===== src/rtl/clock_set_ctrl_if.sv =====
// Bundle of the front-end inputs and counter-side outputs of clock_set_ctrl.
// master = timebase/button side, slave = the sequencer itself.
interface clock_set_ctrl_if;
  logic       tick_1hz;
  logic       btn_mode;
  logic       btn_inc;
  logic       maqm_incrementahora;
  logic       maqm_enable;
  logic       maqm_incremento;
  logic       hr_enable;
  logic       hr_incremento;
  logic [1:0] modo;
  logic [5:0] sec_count;
  logic       blink_h;
  logic       blink_m;

  modport master (
    output tick_1hz, btn_mode, btn_inc, maqm_incrementahora,
    input  maqm_enable, maqm_incremento, hr_enable, hr_incremento,
    input  modo, sec_count, blink_h, blink_m
  );

  modport slave (
    input  tick_1hz, btn_mode, btn_inc, maqm_incrementahora,
    output maqm_enable, maqm_incremento, hr_enable, hr_incremento,
    output modo, sec_count, blink_h, blink_m
  );
endinterface


===== src/rtl/clock_set_ctrl.sv =====
// Run/set-mode sequencer feeding the minute and hour counters of the digital clock.
// Define AUTO_REPEAT_EN to add hold-to-repeat on btn_inc while in a set mode.
module clock_set_ctrl #(
  parameter int SEC_PER_MIN = 60,
  parameter int HOLD_CYC    = 1000,
  parameter int REPEAT_CYC  = 250,
  parameter int CNT_W       = 16
) (
  input  logic            maqm_clock,
  input  logic            maqm_reset,
  clock_set_ctrl_if.slave bus
);

  typedef enum logic [1:0] {
    RUN   = 2'b00,
    SET_H = 2'b01,
    SET_M = 2'b10
  } mode_t;

  localparam logic [5:0] SEC_LAST = 6'(SEC_PER_MIN - 1);

  if (SEC_PER_MIN < 1 || SEC_PER_MIN > 64 || HOLD_CYC < 1 || REPEAT_CYC < 1 ||
      CNT_W < 1 || (64'(1) << CNT_W) <= 64'(HOLD_CYC) ||
      (64'(1) << CNT_W) <= 64'(REPEAT_CYC)) begin : g_bad_param
    $error("clock_set_ctrl: parameter out of range");
  end

  mode_t      mode_reg;
  mode_t      mode_next;
  logic [5:0] sec_count_reg;
  logic       btn_mode_prev_reg;
  logic       btn_inc_prev_reg;
  logic       maqm_enable_reg;
  logic       hr_enable_reg;
  logic       maqm_incremento_reg;
  logic       hr_incremento_reg;
  logic       blink_h_reg;
  logic       blink_m_reg;

  logic mode_edge;
  logic inc_edge;
  logic repeat_fire;
  logic inc_fire;

  assign mode_edge = bus.btn_mode & ~btn_mode_prev_reg;
  assign inc_edge  = bus.btn_inc & ~btn_inc_prev_reg;
  // A mode change always swallows a coincident increment request.
  assign inc_fire  = (inc_edge | repeat_fire) & ~mode_edge;

  always_comb begin
    mode_next = RUN;
    case (mode_reg)
      RUN:     mode_next = mode_edge ? SET_H : RUN;
      SET_H:   mode_next = mode_edge ? SET_M : SET_H;
      SET_M:   mode_next = mode_edge ? RUN   : SET_M;
      default: mode_next = RUN;
    endcase
  end

`ifdef AUTO_REPEAT_EN
  logic [CNT_W-1:0] hold_cnt_reg;
  logic             repeat_phase_reg;
  logic             set_mode;

  assign set_mode = (mode_reg == SET_H) || (mode_reg == SET_M);

  // hold_cnt_reg == 0 means idle; it is armed only by a genuine rising edge.
  assign repeat_fire = set_mode && bus.btn_inc && !inc_edge && (hold_cnt_reg != '0) &&
                       (repeat_phase_reg ? (hold_cnt_reg == CNT_W'(REPEAT_CYC))
                                         : (hold_cnt_reg == CNT_W'(HOLD_CYC)));

  always_ff @(posedge maqm_clock or negedge maqm_reset) begin
    if (!maqm_reset) begin
      hold_cnt_reg     <= '0;
      repeat_phase_reg <= 1'b0;
    end else if (!bus.btn_inc || mode_edge || !set_mode) begin
      hold_cnt_reg     <= '0;
      repeat_phase_reg <= 1'b0;
    end else if (inc_edge) begin
      hold_cnt_reg     <= CNT_W'(1);
      repeat_phase_reg <= 1'b0;
    end else if (repeat_fire) begin
      hold_cnt_reg     <= CNT_W'(1);
      repeat_phase_reg <= 1'b1;
    end else if (hold_cnt_reg != '0) begin
      hold_cnt_reg     <= hold_cnt_reg + 1'b1;
    end
  end
`else
  assign repeat_fire = 1'b0;
`endif

  always_ff @(posedge maqm_clock or negedge maqm_reset) begin
    if (!maqm_reset) begin
      mode_reg            <= RUN;
      sec_count_reg       <= '0;
      btn_mode_prev_reg   <= 1'b0;
      btn_inc_prev_reg    <= 1'b0;
      maqm_enable_reg     <= 1'b1;
      hr_enable_reg       <= 1'b1;
      maqm_incremento_reg <= 1'b0;
      hr_incremento_reg   <= 1'b0;
      blink_h_reg         <= 1'b0;
      blink_m_reg         <= 1'b0;
    end else begin
      btn_mode_prev_reg   <= bus.btn_mode;
      btn_inc_prev_reg    <= bus.btn_inc;
      maqm_incremento_reg <= 1'b0;
      hr_incremento_reg   <= 1'b0;
      mode_reg            <= mode_next;
      maqm_enable_reg     <= (mode_next != SET_H);
      hr_enable_reg       <= (mode_next != SET_M);

      case (mode_reg)
        RUN: begin
          blink_h_reg <= 1'b0;
          blink_m_reg <= 1'b0;
          if (bus.tick_1hz) begin
            if (sec_count_reg >= SEC_LAST) begin
              sec_count_reg       <= '0;
              maqm_incremento_reg <= 1'b1;
              hr_incremento_reg   <= bus.maqm_incrementahora;
            end else begin
              sec_count_reg <= sec_count_reg + 1'b1;
            end
          end
        end
        SET_H: begin
          sec_count_reg <= '0;
          blink_m_reg   <= 1'b0;
          if (bus.tick_1hz) blink_h_reg <= ~blink_h_reg;
          if (inc_fire) hr_incremento_reg <= 1'b1;
        end
        SET_M: begin
          // Hour carry stays gated here so minute setting never moves the hours.
          sec_count_reg <= '0;
          blink_h_reg   <= 1'b0;
          if (bus.tick_1hz) blink_m_reg <= ~blink_m_reg;
          if (inc_fire) maqm_incremento_reg <= 1'b1;
        end
        default: begin
          sec_count_reg <= '0;
          blink_h_reg   <= 1'b0;
          blink_m_reg   <= 1'b0;
        end
      endcase

      if (mode_edge) begin
        sec_count_reg <= '0;
        blink_h_reg   <= 1'b0;
        blink_m_reg   <= 1'b0;
      end
    end
  end

  assign bus.modo            = mode_reg;
  assign bus.sec_count       = sec_count_reg;
  assign bus.maqm_enable     = maqm_enable_reg;
  assign bus.hr_enable       = hr_enable_reg;
  assign bus.maqm_incremento = maqm_incremento_reg;
  assign bus.hr_incremento   = hr_incremento_reg;
  assign bus.blink_h         = blink_h_reg;
  assign bus.blink_m         = blink_m_reg;

endmodule


===== src/flat_wrapper.sv =====
// flat-port wrapper written by rule: the top's interface ports become plain ports
module clock_set_ctrl_flat 
#(
  parameter int SEC_PER_MIN = 60,
  parameter int HOLD_CYC    = 1000,
  parameter int REPEAT_CYC  = 250,
  parameter int CNT_W       = 16
)
  (maqm_clock, maqm_reset, bus_tick_1hz, bus_btn_mode, bus_btn_inc, bus_maqm_incrementahora, bus_maqm_enable, bus_maqm_incremento, bus_hr_enable, bus_hr_incremento, bus_modo, bus_sec_count, bus_blink_h, bus_blink_m);
  clock_set_ctrl_if bus_i ();
  input  logic maqm_clock;
  input  logic maqm_reset;
  input wire logic [$bits(bus_i.tick_1hz)-1:0] bus_tick_1hz;
  input wire logic [$bits(bus_i.btn_mode)-1:0] bus_btn_mode;
  input wire logic [$bits(bus_i.btn_inc)-1:0] bus_btn_inc;
  input wire logic [$bits(bus_i.maqm_incrementahora)-1:0] bus_maqm_incrementahora;
  output wire logic [$bits(bus_i.maqm_enable)-1:0] bus_maqm_enable;
  output wire logic [$bits(bus_i.maqm_incremento)-1:0] bus_maqm_incremento;
  output wire logic [$bits(bus_i.hr_enable)-1:0] bus_hr_enable;
  output wire logic [$bits(bus_i.hr_incremento)-1:0] bus_hr_incremento;
  output wire logic [$bits(bus_i.modo)-1:0] bus_modo;
  output wire logic [$bits(bus_i.sec_count)-1:0] bus_sec_count;
  output wire logic [$bits(bus_i.blink_h)-1:0] bus_blink_h;
  output wire logic [$bits(bus_i.blink_m)-1:0] bus_blink_m;
  assign bus_i.tick_1hz = bus_tick_1hz;
  assign bus_i.btn_mode = bus_btn_mode;
  assign bus_i.btn_inc = bus_btn_inc;
  assign bus_i.maqm_incrementahora = bus_maqm_incrementahora;
  assign bus_maqm_enable = bus_i.maqm_enable;
  assign bus_maqm_incremento = bus_i.maqm_incremento;
  assign bus_hr_enable = bus_i.hr_enable;
  assign bus_hr_incremento = bus_i.hr_incremento;
  assign bus_modo = bus_i.modo;
  assign bus_sec_count = bus_i.sec_count;
  assign bus_blink_h = bus_i.blink_h;
  assign bus_blink_m = bus_i.blink_m;
  clock_set_ctrl #(.SEC_PER_MIN(SEC_PER_MIN), .HOLD_CYC(HOLD_CYC), .REPEAT_CYC(REPEAT_CYC), .CNT_W(CNT_W)) u_core (.maqm_clock(maqm_clock), .maqm_reset(maqm_reset), .bus(bus_i));
endmodule

===== config.mk =====
export PLATFORM = sky130hd
export DESIGN_NAME = clock_set_ctrl_flat
export DESIGN_NICKNAME = d
export VERILOG_FILES = /design/src/rtl/clock_set_ctrl_if.sv /design/src/rtl/clock_set_ctrl.sv /design/src/flat_wrapper.sv
export SDC_FILE = /design/constraint.sdc
export NUM_CORES = 1
export LEC_CHECK = 0
export CAP_MARGIN = 15
export CORE_ASPECT_RATIO = 1.5
export CORE_MARGIN = 2
export CORE_UTILIZATION = 35
export CTS_BUF_LIST = sky130_fd_sc_hd__clkbuf_4 sky130_fd_sc_hd__clkbuf_8 sky130_fd_sc_hd__clkbuf_16
export DETAILED_ROUTE_END_ITERATION = 10
export HOLD_SLACK_MARGIN = 0.05
export SLEW_MARGIN = 0
export SYNTH_ARGS = -nofsm -noshare
export SYNTH_HDL_FRONTEND = slang
export SYNTH_SLANG_ARGS = --single-unit

===== constraint.sdc =====
create_clock -name maqm_clock -period 1.5 [get_ports maqm_clock]
set_input_delay 0.225 -clock maqm_clock [delete_from_list [all_inputs] [get_ports maqm_clock]]
set_output_delay 0.225 -clock maqm_clock [all_outputs]
set_load 0.01 [all_outputs]

; Word-level counts from Yosys, hierarchy flattened
; Cells that the tools add are included.
[totals]
elab_cells = 49
inputBits = 6
regBits = 16
[op_classes]
addsub = 1
reduce_logical = 1
n_eq_ne = 7
order_cmp = 1
mux = 21
bitwise = 8
[op_table]
columns = op, n
row1 = two-way mux 6 bit, 4
row2 = two-way mux 1 bit, 12
row3 = inequality test 3 x 2 -> 1 bit (second input constant), 3
row4 = adder 6 x 1 -> 6 bit (second input constant), 1
row5 = greater-or-equal comparator 6 bit (second input constant), 1
row6 = case mux 2 bit (3 select lines), 1
row7 = inverter 1 bit, 5
row8 = two-way mux 2 bit, 2
row9 = case mux 1 bit (2 select lines), 2
row10 = bitwise AND 1 bit, 3
row11 = equality test 2 x 1 -> 1 bit (second input constant), 1
row12 = equality test 2 bit (second input constant), 1
row13 = logical NOT 2 bit, 1
row14 = inequality test 2 x 1 -> 1 bit (second input constant), 1
row15 = inequality test 2 bit (second input constant), 1

; Depth between registers and ports, before layout
[depth]
word_depth = 6
ltp_mapped = 4
mapped_depth_nobuf = 4

; Worst setup path after synthesis
; OpenSTA, ideal clock, no wires.
[synth_timing]
path_kind = flip-flop to flip-flop
start = register u_core.sec_count_reg[0] (netlist: u_core.bus.sec_count[0])
end = register u_core.sec_count_reg[3] (netlist: u_core.bus.sec_count[3])
setup_ns = 0.099
path_buffers = 0
t_arrival_ns = 1.265
stages_incl_launch_ff = 5
period_less_slack_ns = 1.364
setup_slack_ns = 0.136
path_cell_list = dfrtp_1 > ha_1 > o2111ai_2 > nand2_1 > a311oi_1
[synth_via]
elab_chain_len = 5
elab_cells_between_ends = 6
cone_classes = add/sub: 1 / order compare: 1 / mux: 4
[synth_rtl]
columns = element, line
row1 = "start, declared", clock_set_ctrl.sv:30  ; logic [5:0] sec_count_reg;
row2 = "start signal, assigned", clock_set_ctrl.sv:124  ; sec_count_reg <= sec_count_reg + 1'b1;
row3 = adder 6 x 1 -> 6 bit or greater-or-equal comparator 6 bit (tied branches), "clock_set_ctrl.sv:124, clock_set_ctrl.sv:119"
row4 = two-way mux 6 bit *, clock_set_ctrl.sv:119  ; if (sec_count_reg >= SEC_LAST) begin
row5 = two-way mux 6 bit *, clock_set_ctrl.sv:118  ; if (bus.tick_1hz) begin
row6 = two-way mux 6 bit *, clock_set_ctrl.sv:114  ; case (mode_reg)
row7 = two-way mux 6 bit *, clock_set_ctrl.sv:148  ; if (mode_edge) begin
; Mark *: on every way between the ends. The rest lies on a longest branch, timed or not. The select of a mux whose other input is x is not followed.
; A chain may end at the register's enable or synchronous reset.

; Worst setup path in the final report
[layout_timing]
start = register u_core.mode_reg[0] (netlist: u_core.bus.modo[0])
end = output bus_modo[0]
[layout_lines]
columns = element, line
row1 = "start, declared", clock_set_ctrl.sv:28  ; mode_t mode_reg;
row2 = "start signal, assigned", clock_set_ctrl.sv:110  ; mode_reg <= mode_next;
row3 = "end, declared", flat_wrapper.sv:21  ; output wire logic [$bits(bus_i.modo)-1:0] bus_modo;
; No word-level cell between the ends.

==> summary.txt <==
die extent in y: 59.4 um
Core Area: 0.00198 mm2
GP Congestion: 0.699
Max VDD drop: 0.622 mV
number of synthesized flops with an enable pin: 0
crit path time final: 1430 ps
Power Dens Cells: 1290 mW/mm2
crit path capture type: primary output
layout cell share with drive strength beyond 1: 25.3%
commonest non-fill, non-tap cell in the layout: clkdlybuf4s50_1
Die X: 41.0 um
via count: 629
sequential fraction of the synthesis area: 56.2%
Pre-antenna DRT Iters: 4
post-synthesis cell count: 66
critical path buffer and inverter count: 1
detailed-route DRC error count: 0
Final Setup Violations: 0
Root Buffer: clkbuf_4
Bufs on Longest Clock Path: 2
Leakage: 0.467 nW
synthesis-stage register bit count: 16
CTS tree: done
n_diodes: 0
hold buffer count at CTS: 0
Final ANT Viol Nets: 0
worst stage delay on the critical path: 540 ps
FP Rows: 20
port bufs: 19
drt via density: 5.20
Worst EP required: 1270 ps
Fin. Hold Viols: 0
CTS H-tree lvls: 1
Max Clk Rate: 697 MHz
Mapped Avg Cell Area: 10.9 um2
initial core utilization: 36.3%
largest net degree at the start of global routing: 17
clock-pin slew on the worst setup and hold paths: 100 ps
Die ar.: 0.00243 mm2
Worst-Margin Slew: 237 ps
P&R area growth vs syn: 45.7%
Post-synth ARST share: 100%
global-route wire length before repair: 2.67 mm
CP arrival: 1210 ps
most frequent cells in the layout: clkdlybuf4s50_1, buf_4, dfrtp_1
Tcrit/Tclk final: 95.6%
type of the most critical hold path: input pin to asynchronous set/reset pin
RSZ-0062 raised after global routing: false
Ports: 20
CP max FO: 2
Nets: 107
slowest CP cell: clkdlybuf4s50_1
cell family with most CP delay: buffers and inverters
MaxCap Viol Count: 0
critical-path cell list: clkdlybuf4s50_1
Total Wirelength: 1.62 mm
Most used DFF post-synth: dfrtp_1
post-synth cell types: 27
# fillers: 202
syn nets: 73
Mapped Area: 717 um2
Slew Viols, Final: 0
clock skew: 2.56 ps
Worst slew margin: 84.2%
initial antenna violation count: 0
DP HPWL: 1.12 mm
1st-iter DRT viols: 7
synth warn: 0
max reg flops: 6
number of global-route vias before repair: 615
outcome: finished clean
CTS sink count: 16
Setup CP Type: register to primary output
setup_tns: 0 ps
Critical Path Start Type: register
DR WL/cell: 13.4 um
total track usage: 16.9%
total gr overflow: 0
Clock Latency Late Sink: 300 ps
total CTS buffers: 3
Final Util: 52.8%
[layer usage]
layer  global-route usage [%]  part of all wire, %  vias to the layer above
li1                         -                    -                      296
met1                     18.8                   40                      310
met2                     27.7                   52                       17
met3                     3.38                  4.8                        6
met4                     10.0                  2.5                        0
met5                        0                    0                        -
[worst reg2reg max path, delay by kind of cell, from the launching register on]
family / cells / cell delay [ps]
flip-flops: 1 / 390
AO/OA/AOI/OAI: 2 / 320
buffers and inverters: 2 / 290
adder cells (fa/ha/maj): 1 / 240
AND/OR/NAND/NOR: 1 / 70
[path summary, 6_finish.rpt]
path | start | endpoint | slack [ps] | cells after the start
max | u_core.bus.modo[0] | bus_modo[0] | 70 | 1
min | maqm_reset | u_core.bus.sec_count[3] | 250 | 2
max reg2reg | u_core.bus.sec_count[0] | u_core.bus.sec_count[1] | 110 | 6
min reg2reg | u_core.btn_inc_prev_reg | u_core.bus.maqm_incremento | 550 | 2
max in group asynchronous | maqm_reset | u_core.bus.maqm_enable | 1000 | 2
min in group maqm_clock | bus_btn_mode | u_core.btn_mode_prev_reg | 380 | 1
[area by class of cell]
class | count | area, um2 | area share, %
sequential | 16 | 407 | 38.9
multi-input combinational | 46 | 290 | 27.8
tap | 22 | 27.5 | 2.63
timing repair buffer | 31 | 277 | 26.5
clock buffer | 4 | 36.3 | 3.47
inverter | 2 | 7.51 | 0.719
[cells by family after synthesis]
| group | after synthesis | synth area share, % |
|---|---|---|
| compound gates | 15 | 14.3 |
| xor+xnor | 4 | 4.89 |
| fa+ha+maj | 1 | 1.74 |
| buf+inv | 4 | 3.32 |
| flops | 16 | 56.2 |
| simple gates | 26 | 19.5 |
[metrics by stage]
stage	power, mW	cells	hold WS, ps	setup WS, ps	instance area, um2
after global placement	1.04	111	500	83.6	963
after detailed placement	1.04	111	510	57.8	963
after global routing	1.43	121	251	11.9	1040
after floorplan	0.795	66	-70.6	136	717
after CTS	1.35	121	263	49.9	1040
final	1.35	121	246	65.9	1040
[timing repair]
action / CTS / global route
resized for setup: 8 / 1
setup endpoints to repair: 10 / 1
setup buffers: 6 / 0
[Yosys cell counts (3+ instances only)]
cell,number,area [um2]
nand2b_1,6,37.5
nand2_1,4,15.0
a21oi_1,5,25.0
nor2_1,6,22.5
dfrtp_1,14,350
o21ai_0,3,15.0
[power by group]
group	leakage [nW]	internal (mW)	total (mW)	switching (mW)
combinational	0.244	0.254	0.490	0.236
clock	0.0210	0.148	0.296	0.148
sequential	0.203	0.524	0.562	0.0380
No activity file was read; power rests on OpenSTA's default activity.
==> edit: new RTL, config.mk and constraints unchanged <==
Build with the macro `AUTO_REPEAT_EN` defined.
--- a/src/rtl/clock_set_ctrl.sv
+++ b/src/rtl/clock_set_ctrl.sv
@@ -1,4 +1,6 @@
 // Run/set-mode sequencer feeding the minute and hour counters of the digital clock.
 // Define AUTO_REPEAT_EN to add hold-to-repeat on btn_inc while in a set mode.
+`define AUTO_REPEAT_EN
+
 module clock_set_ctrl #(
   parameter int SEC_PER_MIN = 60,
Function: no difference found for any inputs over 10 cycles, from zero or initial values and one cycle with maqm_reset low; that may be too few to reach the edited logic, so the function may still have changed.
==> edit against the original RTL <==
  * Global-route usage rose by 0.16 points
  * Synthesized area increased by 140%
  * Sequential cell count rose by 17
  * Power rose by 85%
  * Via count rose by 140%
  * Combinational power is 60% higher
  * Fmax down 13%
  * Synthesized cell count rose to 2.6 times the old value
  * Highest routed layer unchanged
  * Design area rose to 2.5 times the old value
  * Sequential power increased by 83%
  * Routed wire length rose to 2.7 times the old value
  * Setup slack got worse by 220 ps
  * Non-clock buffer count is 39 higher
  * The flow now finishes with violations (setup timing)
==> edit: results <==
{
  "outcome": "finished with violations",
  "violations": "setup timing",
  "ctsRootBufferMaster": "clkbuf_8",
  "tns_ps": -2320,
  "dp_cells": 299,
  "num-fill-cells": 440,
  "max_stage_delay_ps": 450,
  "ir_drop_uv": 725,
  "setup_violations": 19,
  "path_delay_family": "compound AO/OA/AOI/OAI gates",
  "grt_pass1_vias": 1614,
  "synthDistinctLibCells": 37,
  "synth_compound_area_frac": 0.109,
  "synth_area_leaders": "dfrtp_1 (45%), xnor2_1 (7.6%), ha_1 (5.1%)",
  "grt_pass1_wl_um": 7010,
  "dp_hpwl_um": 3050,
  "grtUsageMet1": 0.178,
  "htreeDepth": 2,
  "instances_no_fill": 314,
  "clk_pin_slew_ps": 70,
  "gp_congestion": 0.833,
  "max_slew.worst_pin.slew_ps": 291,
  "cts_buffers": 5,
  "seq_power_uw": 1030,
  "synth-xor-area-share": 0.0814,
  "grt_use_total": 0.170,
  "critPathArrivalTime_ps": 1810,
  "pwr.group.clock_uw": 681,
  "nNetsFinal": 261,
  "p_switching_uw": 721,
  "syn_area_per_cell_um2": 9.89,
  "first_pass_iters": 5,
  "synth_mux_area_frac": 0.0124,
  "syn-num-nets": 187,
  "cpMaxStageDelayCell": "dfrtp_2",
  "skew_ps": 7.81,
  "p_leak_uw": 0.00116,
  "met3_usage": 0.0475,
  "fin_ws_ps": -153,
  "vias_per_cell": 4.84,
  "met2_usage": 0.294,
  "dp_slack_ps": -172,
  "largest_register_ffs": 16,
  "ys_seq_area_frac": 0.481,
  "critical_path.max_fanout": 6,
  "drive_gt1_frac": 0.399,
  "grt_start_max_net_pins": 34
}
[edit: changes by cell type after synthesis, moves of 8 or more]
cell     unedited run  this run
dfrtp_1            14        31
inv_1               2        10
nand2_1             4        14
nor2_1              6        21
xnor2_1             2        15
[edit: layer usage]
layer | part of all wire | vias to the layer above | wire [µm]
met5 | 0 | - | 0
met4 | 0.023 | 0 | 100
met3 | 0.034 | 6 | 146
met2 | 0.57 | 25 | 2460
met1 | 0.37 | 736 | 1590
li1 | - | 754 | -
[edit: per-stage QoR]
| stage | instance area (µm²) | util |
|---|---|---|
| 2_1_floorplan | 1730 | - |
| 3_3_place_gp | 2320 | 0.486 |
| 3_5_place_dp | 2320 | 0.486 |
| 4_1_cts | 2470 | 0.517 |
| 5_1_grt | 2650 | 0.555 |
| 6_report | 2650 | 0.555 |
[edit: path summary, 6_finish.rpt]
kind / cells after the start / slack [ps] / start / end
worst min register to register: 1 / 480 / u_core.btn_inc_prev_reg / u_core.hold_cnt_reg[0]
min in group maqm_clock: 1 / 440 / bus_btn_mode / u_core.btn_mode_prev_reg
max in group asynchronous: 2 / 940 / maqm_reset / u_core.bus.hr_enable
worst max register to register: 5 / -150 / u_core.hold_cnt_reg[1] / u_core.hold_cnt_reg[12]
worst max-delay path: 5 / -150 / u_core.hold_cnt_reg[1] / u_core.hold_cnt_reg[12]
worst min-delay path: 2 / 320 / maqm_reset / u_core.bus.sec_count[4]
[edit: repair_timing]
action                     CTS  global route
setup endpoints to repair   28            24
buffers inserted             3             5
pin swaps                   15             9
resized for setup           17            32
cloned                       0             0
[edit: cell type report]
type,count,area (µm²),area share
inverters,10,37.5,0.0142
multi-input cells,128,1010,0.381
well taps,66,82.6,0.0312
clock buffers,7,90.1,0.0340
flip-flops and latches,33,833,0.315
repair buffers,70,594,0.225
